==> src/rtl/conv_mac_controller_pkg.sv <==
// Shared state encoding and window-count helper for the convolution MAC controller.
package conv_ctrl_pkg;

  localparam int unsigned STATE_WIDTH = 3;

  localparam logic [STATE_WIDTH-1:0] ST_IDLE   = 3'd0;
  localparam logic [STATE_WIDTH-1:0] ST_ISSUE  = 3'd1;
  localparam logic [STATE_WIDTH-1:0] ST_DRAIN1 = 3'd2;
  localparam logic [STATE_WIDTH-1:0] ST_DRAIN2 = 3'd3;
  localparam logic [STATE_WIDTH-1:0] ST_OUT    = 3'd4;
  localparam logic [STATE_WIDTH-1:0] ST_DONE   = 3'd5;

  // Number of stride-spaced windows that fit in the IF-map for one filter.
  function automatic int unsigned num_windows(input int unsigned if_size,
                                              input int unsigned filter_size,
                                              input int unsigned stride);
    return (if_size - filter_size) / stride + 1;
  endfunction

endpackage

==> src/rtl/conv_mac_controller_mod_counter.sv <==
// Modulo counter with synchronous clear/increment; exposes its next value and terminal count.
module mod_counter
  import conv_ctrl_pkg::*;
#(
  parameter int unsigned MODULUS = 4,
  parameter int unsigned WIDTH   = 4
) (
  input  logic             clk,
  input  logic             rst,
  input  logic             clr,
  input  logic             inc,
  output logic [WIDTH-1:0] next_c,
  output logic             tc_c
);

  logic [WIDTH-1:0] count;

  // Terminal count flags the last value before wrap.
  always_comb begin
    tc_c = (count == WIDTH'(MODULUS - 1));
  end

  // Next value: clear wins, otherwise wrap to zero after the terminal value.
  always_comb begin
    next_c = count;
    if (clr) begin
      next_c = '0;
    end else if (inc) begin
      next_c = tc_c ? '0 : count + WIDTH'(1);
    end
  end

  // Count register.
  always_ff @(posedge clk or posedge rst) begin
    if (rst) begin
      count <= '0;
    end else begin
      count <= next_c;
    end
  end

endmodule

==> src/rtl/conv_mac_controller.sv <==
// Sequencer for the 1-D convolution MAC: issues SRAM reads per tap, pipelines the
// product/accumulate strobes and hands finished window sums to the psum writer.
module conv_mac_controller
  import conv_ctrl_pkg::*;
#(
  parameter int unsigned ADDR_WIDTH  = 4,
  parameter int unsigned IF_SIZE     = 16,
  parameter int unsigned FILTER_SIZE = 4,
  parameter int unsigned STRIDE      = 2,
  parameter int unsigned NUM_FILTERS = 2
) (
  input  logic                  clk,
  input  logic                  rst,
  input  logic                  start,
  output logic                  if_ren,
  output logic [ADDR_WIDTH-1:0] if_raddr,
  output logic                  filt_ren,
  output logic [ADDR_WIDTH-1:0] filt_raddr,
  output logic                  prod_ld,
  output logic                  acc_clr,
  output logic                  acc_ld,
  output logic                  psum_valid,
  input  logic                  psum_ready,
  output logic [ADDR_WIDTH-1:0] psum_filter,
  output logic [ADDR_WIDTH-1:0] psum_window,
  output logic                  busy,
  output logic                  done
);

  localparam int unsigned NW       = num_windows(IF_SIZE, FILTER_SIZE, STRIDE);
  localparam int unsigned ADDR_MAX = (32'd1 << ADDR_WIDTH) - 32'd1;

  // Reject geometries that leave a ragged tail or overflow the address/index ports.
  if (STRIDE == 0 || FILTER_SIZE == 0 || FILTER_SIZE > IF_SIZE) begin : g_bad_geometry
    $error("conv_mac_controller: invalid STRIDE/FILTER_SIZE/IF_SIZE");
  end
  if ((IF_SIZE - FILTER_SIZE) % STRIDE != 0) begin : g_bad_stride
    $error("conv_mac_controller: (IF_SIZE - FILTER_SIZE) not a multiple of STRIDE");
  end
  if (IF_SIZE - 1 > ADDR_MAX) begin : g_bad_if_addr
    $error("conv_mac_controller: IF-map address exceeds ADDR_WIDTH");
  end
  if (NUM_FILTERS * FILTER_SIZE - 1 > ADDR_MAX) begin : g_bad_filt_addr
    $error("conv_mac_controller: filter address exceeds ADDR_WIDTH");
  end
  if (NW - 1 > ADDR_MAX || NUM_FILTERS - 1 > ADDR_MAX) begin : g_bad_index
    $error("conv_mac_controller: window/filter index exceeds ADDR_WIDTH");
  end

  logic [STATE_WIDTH-1:0] state;
  logic [STATE_WIDTH-1:0] state_nxt;

  logic                  accept;
  logic                  k_tc;
  logic                  w_tc;
  logic                  f_tc;
  logic [ADDR_WIDTH-1:0] k_next;
  logic [ADDR_WIDTH-1:0] w_next;
  logic [ADDR_WIDTH-1:0] f_next;

  logic                  if_ren_n;
  logic [ADDR_WIDTH-1:0] if_raddr_n;
  logic [ADDR_WIDTH-1:0] filt_raddr_n;
  logic                  acc_clr_n;
  logic                  psum_valid_n;
  logic [ADDR_WIDTH-1:0] psum_filter_n;
  logic [ADDR_WIDTH-1:0] psum_window_n;
  logic                  busy_n;
  logic                  done_n;

  assign accept = (state == ST_OUT) && psum_ready;

  // Tap counter: advances once per issued read.
  mod_counter #(.MODULUS(FILTER_SIZE), .WIDTH(ADDR_WIDTH)) u_k_cnt (
    .clk    (clk),
    .rst    (rst),
    .clr    (state == ST_IDLE),
    .inc    (state == ST_ISSUE),
    .next_c (k_next),
    .tc_c   (k_tc)
  );

  // Window counter: advances when a sum is accepted.
  mod_counter #(.MODULUS(NW), .WIDTH(ADDR_WIDTH)) u_w_cnt (
    .clk    (clk),
    .rst    (rst),
    .clr    (state == ST_IDLE),
    .inc    (accept),
    .next_c (w_next),
    .tc_c   (w_tc)
  );

  // Filter counter: advances when the last window of a filter is accepted.
  mod_counter #(.MODULUS(NUM_FILTERS), .WIDTH(ADDR_WIDTH)) u_f_cnt (
    .clk    (clk),
    .rst    (rst),
    .clr    (state == ST_IDLE),
    .inc    (accept && w_tc),
    .next_c (f_next),
    .tc_c   (f_tc)
  );

  // Next state and next-cycle output values, derived from next state and counters.
  always_comb begin
    state_nxt     = state;
    if_ren_n      = 1'b0;
    if_raddr_n    = '0;
    filt_raddr_n  = '0;
    acc_clr_n     = 1'b0;
    psum_valid_n  = 1'b0;
    psum_filter_n = '0;
    psum_window_n = '0;
    busy_n        = 1'b0;
    done_n        = 1'b0;

    case (state)
      ST_IDLE:   if (start) state_nxt = ST_ISSUE;
      ST_ISSUE:  if (k_tc) state_nxt = ST_DRAIN1;
      ST_DRAIN1: state_nxt = ST_DRAIN2;
      ST_DRAIN2: state_nxt = ST_OUT;
      ST_OUT:    if (psum_ready) state_nxt = (w_tc && f_tc) ? ST_DONE : ST_ISSUE;
      ST_DONE:   state_nxt = ST_IDLE;
      default:   state_nxt = ST_IDLE;
    endcase

    if (state_nxt == ST_ISSUE) begin
      if_ren_n     = 1'b1;
      if_raddr_n   = ADDR_WIDTH'(32'(w_next) * STRIDE + 32'(k_next));
      filt_raddr_n = ADDR_WIDTH'(32'(f_next) * FILTER_SIZE + 32'(k_next));
      acc_clr_n    = (k_next == '0);
    end
    if (state_nxt == ST_OUT) begin
      psum_valid_n  = 1'b1;
      psum_filter_n = f_next;
      psum_window_n = w_next;
    end
    busy_n = (state_nxt != ST_IDLE);
    done_n = (state_nxt == ST_DONE);
  end

  // State register.
  always_ff @(posedge clk or posedge rst) begin
    if (rst) begin
      state <= ST_IDLE;
    end else begin
      state <= state_nxt;
    end
  end

  // Registered outputs; prod_ld/acc_ld trail the read strobe by one and two cycles.
  always_ff @(posedge clk or posedge rst) begin
    if (rst) begin
      if_ren      <= 1'b0;
      filt_ren    <= 1'b0;
      if_raddr    <= '0;
      filt_raddr  <= '0;
      acc_clr     <= 1'b0;
      prod_ld     <= 1'b0;
      acc_ld      <= 1'b0;
      psum_valid  <= 1'b0;
      psum_filter <= '0;
      psum_window <= '0;
      busy        <= 1'b0;
      done        <= 1'b0;
    end else begin
      if_ren      <= if_ren_n;
      filt_ren    <= if_ren_n;
      if_raddr    <= if_raddr_n;
      filt_raddr  <= filt_raddr_n;
      acc_clr     <= acc_clr_n;
      prod_ld     <= if_ren;
      acc_ld      <= prod_ld;
      psum_valid  <= psum_valid_n;
      psum_filter <= psum_filter_n;
      psum_window <= psum_window_n;
      busy        <= busy_n;
      done        <= done_n;
    end
  end

endmodule

==> config.mk <==
export PLATFORM = sky130hd
export DESIGN_NAME = conv_mac_controller
export DESIGN_NICKNAME = d
export VERILOG_FILES = /design/src/rtl/conv_mac_controller_pkg.sv /design/src/rtl/conv_mac_controller_mod_counter.sv /design/src/rtl/conv_mac_controller.sv
export SDC_FILE = /design/constraint.sdc
export NUM_CORES = 1
export LEC_CHECK = 0
export ABC_AREA = 1
export BUFFER_PORTS_ARGS = -buffer_cell sky130_fd_sc_hd__buf_2
export CAP_MARGIN = 20
export CORE_AREA = 2 2 61 63
export CTS_BUF_LIST = sky130_fd_sc_hd__clkbuf_8
export CTS_CLUSTER_SIZE = 16
export DETAILED_ROUTE_END_ITERATION = 8
export DIE_AREA = 0 0 63 65
export GPL_TIMING_DRIVEN = 0
export PLACE_DENSITY = 0.81
export SYNTH_ARGS = -nofsm -noshare
export SYNTH_HDL_FRONTEND = slang
export SYNTH_HIERARCHICAL = 1
export SYNTH_SLANG_ARGS = --single-unit
==> constraint.sdc <==
create_clock -name clk -period 1.85 [get_ports clk]
set_input_delay 0.2775 -clock clk [delete_from_list [all_inputs] [get_ports clk]]
set_output_delay 0.2775 -clock clk [all_outputs]
set_load 0.005 [all_outputs]
==> results.json <==
{
  "synthTopCellsByCount": "inv_1, dfrtp_1, nor2_1",
  "synth-edff-count": 0,
  "clockBufferDepth": 2,
  "fin_crit_sh_pct": 107,
  "min_path_type": "reg -> reg",
  "die_x_um": 63,
  "clk_pin_slew_ns": 0.08,
  "grtUsageTotal_pct": 20.0,
  "slowest_delay_ns": 0.45,
  "slew_viol_final": 0,
  "maxCapViolations": 0,
  "netlist_instances": 194,
  "critPathKind": "reg -> reg",
  "post-route-drc-count": 0,
  "finalCriticalPeriod_ns": 1.97,
  "postSynthAreaPerCell_um2": 8.76,
  "synth_top_area_share_pct": 54.5,
  "syn_area_um2": 1700,
  "numCtsBuffers": 5,
  "synth_fp_nets": 202,
  "coreArea_um2": 3500,
  "crit_chain": "buf_4, nor3_4, inv_2, nand3_2, nor2_4, ha_2, inv_2, fa_2, nor2_1",
  "power.density_nw_per_um2": 1380,
  "worst_skew_pair.late_latency_ns": 0.30,
  "finalSetupTns_ns": -0.227,
  "ioPinCount": 28,
  "rsz0062_at_grt": "true",
  "status": "finished with violations",
  "setup_viol": 3,
  "combPwrFrac_pct": 48.6,
  "dr.pass1.iters": 4,
  "synth-seq-cells": 37,
  "multiInputGateArea_um2": 707,
  "worst_setup_path_end_kind": "register",
  "worstMarginPinSlew_ns": 0.517,
  "synthToLayoutAreaGrowth_pct": 34.8,
  "wire_per_inst_um": 12.7,
  "drtIter0Drc": 94,
  "yosysSeqAreaShare_pct": 54.5,
  "cp.arrival_ns": 2.20,
  "skew_ns": 0.00636,
  "ys_async_sr_fraction_pct": 100,
  "first_global_vias": 1408,
  "fill_cells": 275,
  "hold_viol": 0,
  "path_common_cell": "inv_2",
  "globalplace.congestion": 0.775,
  "power_w": 0.00317,
  "yosys_warnings": 6,
  "regArea_um2": 930,
  "maxSlewHeadroom_pct": 65.5,
  "ant_nets": 0,
  "hpwlAfterDp_mm": 2.30,
  "max-vdd-ir-drop_uv": 1070,
  "p_switching_w": 0.00130,
  "start_kind": "register",
  "yosys.area.top_type": "dfrtp_1",
  "finalWirelength_mm": 3.80,
  "clkPwrFrac_pct": 17.8,
  "antenna_found_initial": 0,
  "violations": "negative setup slack",
  "io_buffers": 27,
  "synthFlopType": "dfrtp_1",
  "synth_area_leaders": "dfrtp_1, inv_1, nor2_1",
  "routed_via_density": 4.72,
  "post-route-worst-setup-slack_ns": -0.125,
  "num_vias": 1417,
  "die_h_um": 65,
  "required_ns": 2.07,
  "dieArea_um2": 4100,
  "slowest_stage": "dfrtp_2",
  "clock-sinks": 37,
  "htreeDepth": 2,
  "rows": 22,
  "grt_max_degree": 26,
  "p_int_w": 0.00187,
  "p_leak_nw": 1.20,
  "grt_pass1_wl_mm": 6.22,
  "diodes": 0,
  "fmax_mhz": 506,
  "yosysUniqueCellTypes": 26,
  "cp_max_fo": 4,
  "p_sw_share_pct": 41.1,
  "start_util_pct": 48.6,
  "final_nets": 259,
  "tritoncts": "done",
  "power_frac_seq_pct": 33.6,
  "gr-total-overflow": 0,
  "drive_gt1_share_pct": 43.7,
  "cts_root_buffer": "clkbuf_8",
  "synth.most_common_cell": "inv_1"
}
==> state kept, by name, indices dropped and copies added (netlist names) <==
signal	count
done	1
prod_ld	1
acc_clr	1
psum_filter	4
psum_window	4
u_k_cnt/count	4
u_f_cnt/count	4
filt_ren	1
busy	1
if_raddr	3
u_w_cnt/count	4
state	3
psum_valid	1
acc_ld	1
filt_raddr	4
==> power by group through the flow <==
stage	Sequential, W	Clock (W)	Combinational, W
4_1_cts	0.00106	0.000570	0.00141
3_5_place_dp	0.00107	0	0.00108
5_1_grt	0.00108	0.000613	0.00172
6_report	0.00107	0.000564	0.00154
2_1_floorplan	0.00107	0	0.000804
3_3_place_gp	0.00106	0	0.00105
==> cell usage in the layout (no fill, tap or decap), drive strengths merged <==
master,netlist,routed
a21oi,5,5
fa,1,1
nand3,12,12
xnor2,3,3
nor3b,1,1
clkbuf,0,5
a21boi,1,1
clkinv,0,2
buf,2,51
nand2,32,32
nor2,40,40
and2,1,1
inv,45,45
dlygate4sd3,0,1
ha,3,3
o21ai,5,5
nand4,1,1
xor2,1,1
dfrtp,37,37
clkinvlp,0,1
a31oi,1,1
nor3,3,3
==> worst max-delay path: cells and delay by family, from the launching register on <==
family	cells	cell delay (ns)
simple gates	4	0.56
fa+ha+maj	2	0.58
buf+inv	3	0.31
flops	1	0.45
==> path summary, 6_finish.rpt <==
path / endpoint / start / slack [ns] / cells past startpoint
worst min-delay path: acc_ld / prod_ld / 0.38 / 0
worst min register to register: acc_ld / prod_ld / 0.38 / 0
worst max-delay path: if_raddr[2] / state[2] / -0.12 / 9
worst max register to register: if_raddr[2] / state[2] / -0.12 / 9
min in group asynchronous: u_f_cnt/count[0] / rst / 0.44 / 3
max in group asynchronous: if_raddr[1] / rst / 0.78 / 4
==> per-stage QoR <==
stage	hold slack (ns)	setup slack [ns]	cell area (um2)	instances	util [%]
2_1_floorplan	0.0436	-0.0838	1720	194	-
3_3_place_gp	0.201	-0.246	1910	269	54.7
3_5_place_dp	0.205	-0.287	1910	269	54.7
4_1_cts	0.383	-0.0805	2200	295	63.0
5_1_grt	0.390	-0.187	2290	300	65.5
6_report	0.380	-0.125	2290	300	65.5
==> layer usage <==
| metal | vias up | wire length (um) | global-route usage, % |
|---|---|---|---|
| li1 | 695 | - | - |
| met1 | 692 | 1500 | 21.7 |
| met2 | 24 | 2100 | 37.4 |
| met3 | 6 | 150 | 5.21 |
| met4 | 0 | 42 | 7.50 |
| met5 | - | 0 | 0 |
==> logic make-up (layout without fill, tap and decap cells) <==
| group | count (synthesis) | count (layout) | share of synthesized area (%) |
|---|---|---|---|
| buffers and inverters | 47 | 105 | 10.8 |
| adders and majority gates | 4 | 4 | 3.39 |
| xor gates and xnor gates | 4 | 4 | 2.06 |
| DFF | 37 | 37 | 54.5 |
| AOI/OAI and AO/OA | 12 | 12 | 4.20 |
| and+or+nand+nor | 90 | 90 | 25.0 |
==> layout make-up <==
type / instances / share of cell area, %
buffer: 2 / 0.656
clock buffer: 5 / 3.01
clock inverter: 3 / 0.765
inverter: 45 / 7.60
multi-input combinational: 110 / 30.9
sequential: 37 / 40.6
tap: 48 / 2.62
timing repair buffer: 50 / 13.9
==> repair_timing <==
item / in CTS / in global routing
endpoints found under the hold margin: 12 / 0
pin swaps: 12 / 11
setup buffers: 17 / 4
gates cloned: 0 / 0
resized for setup: 22 / 13
hold buffers: 1 / 0
setup endpoints to repair: 4 / 3
No activity file was read; power rests on OpenSTA's default activity.
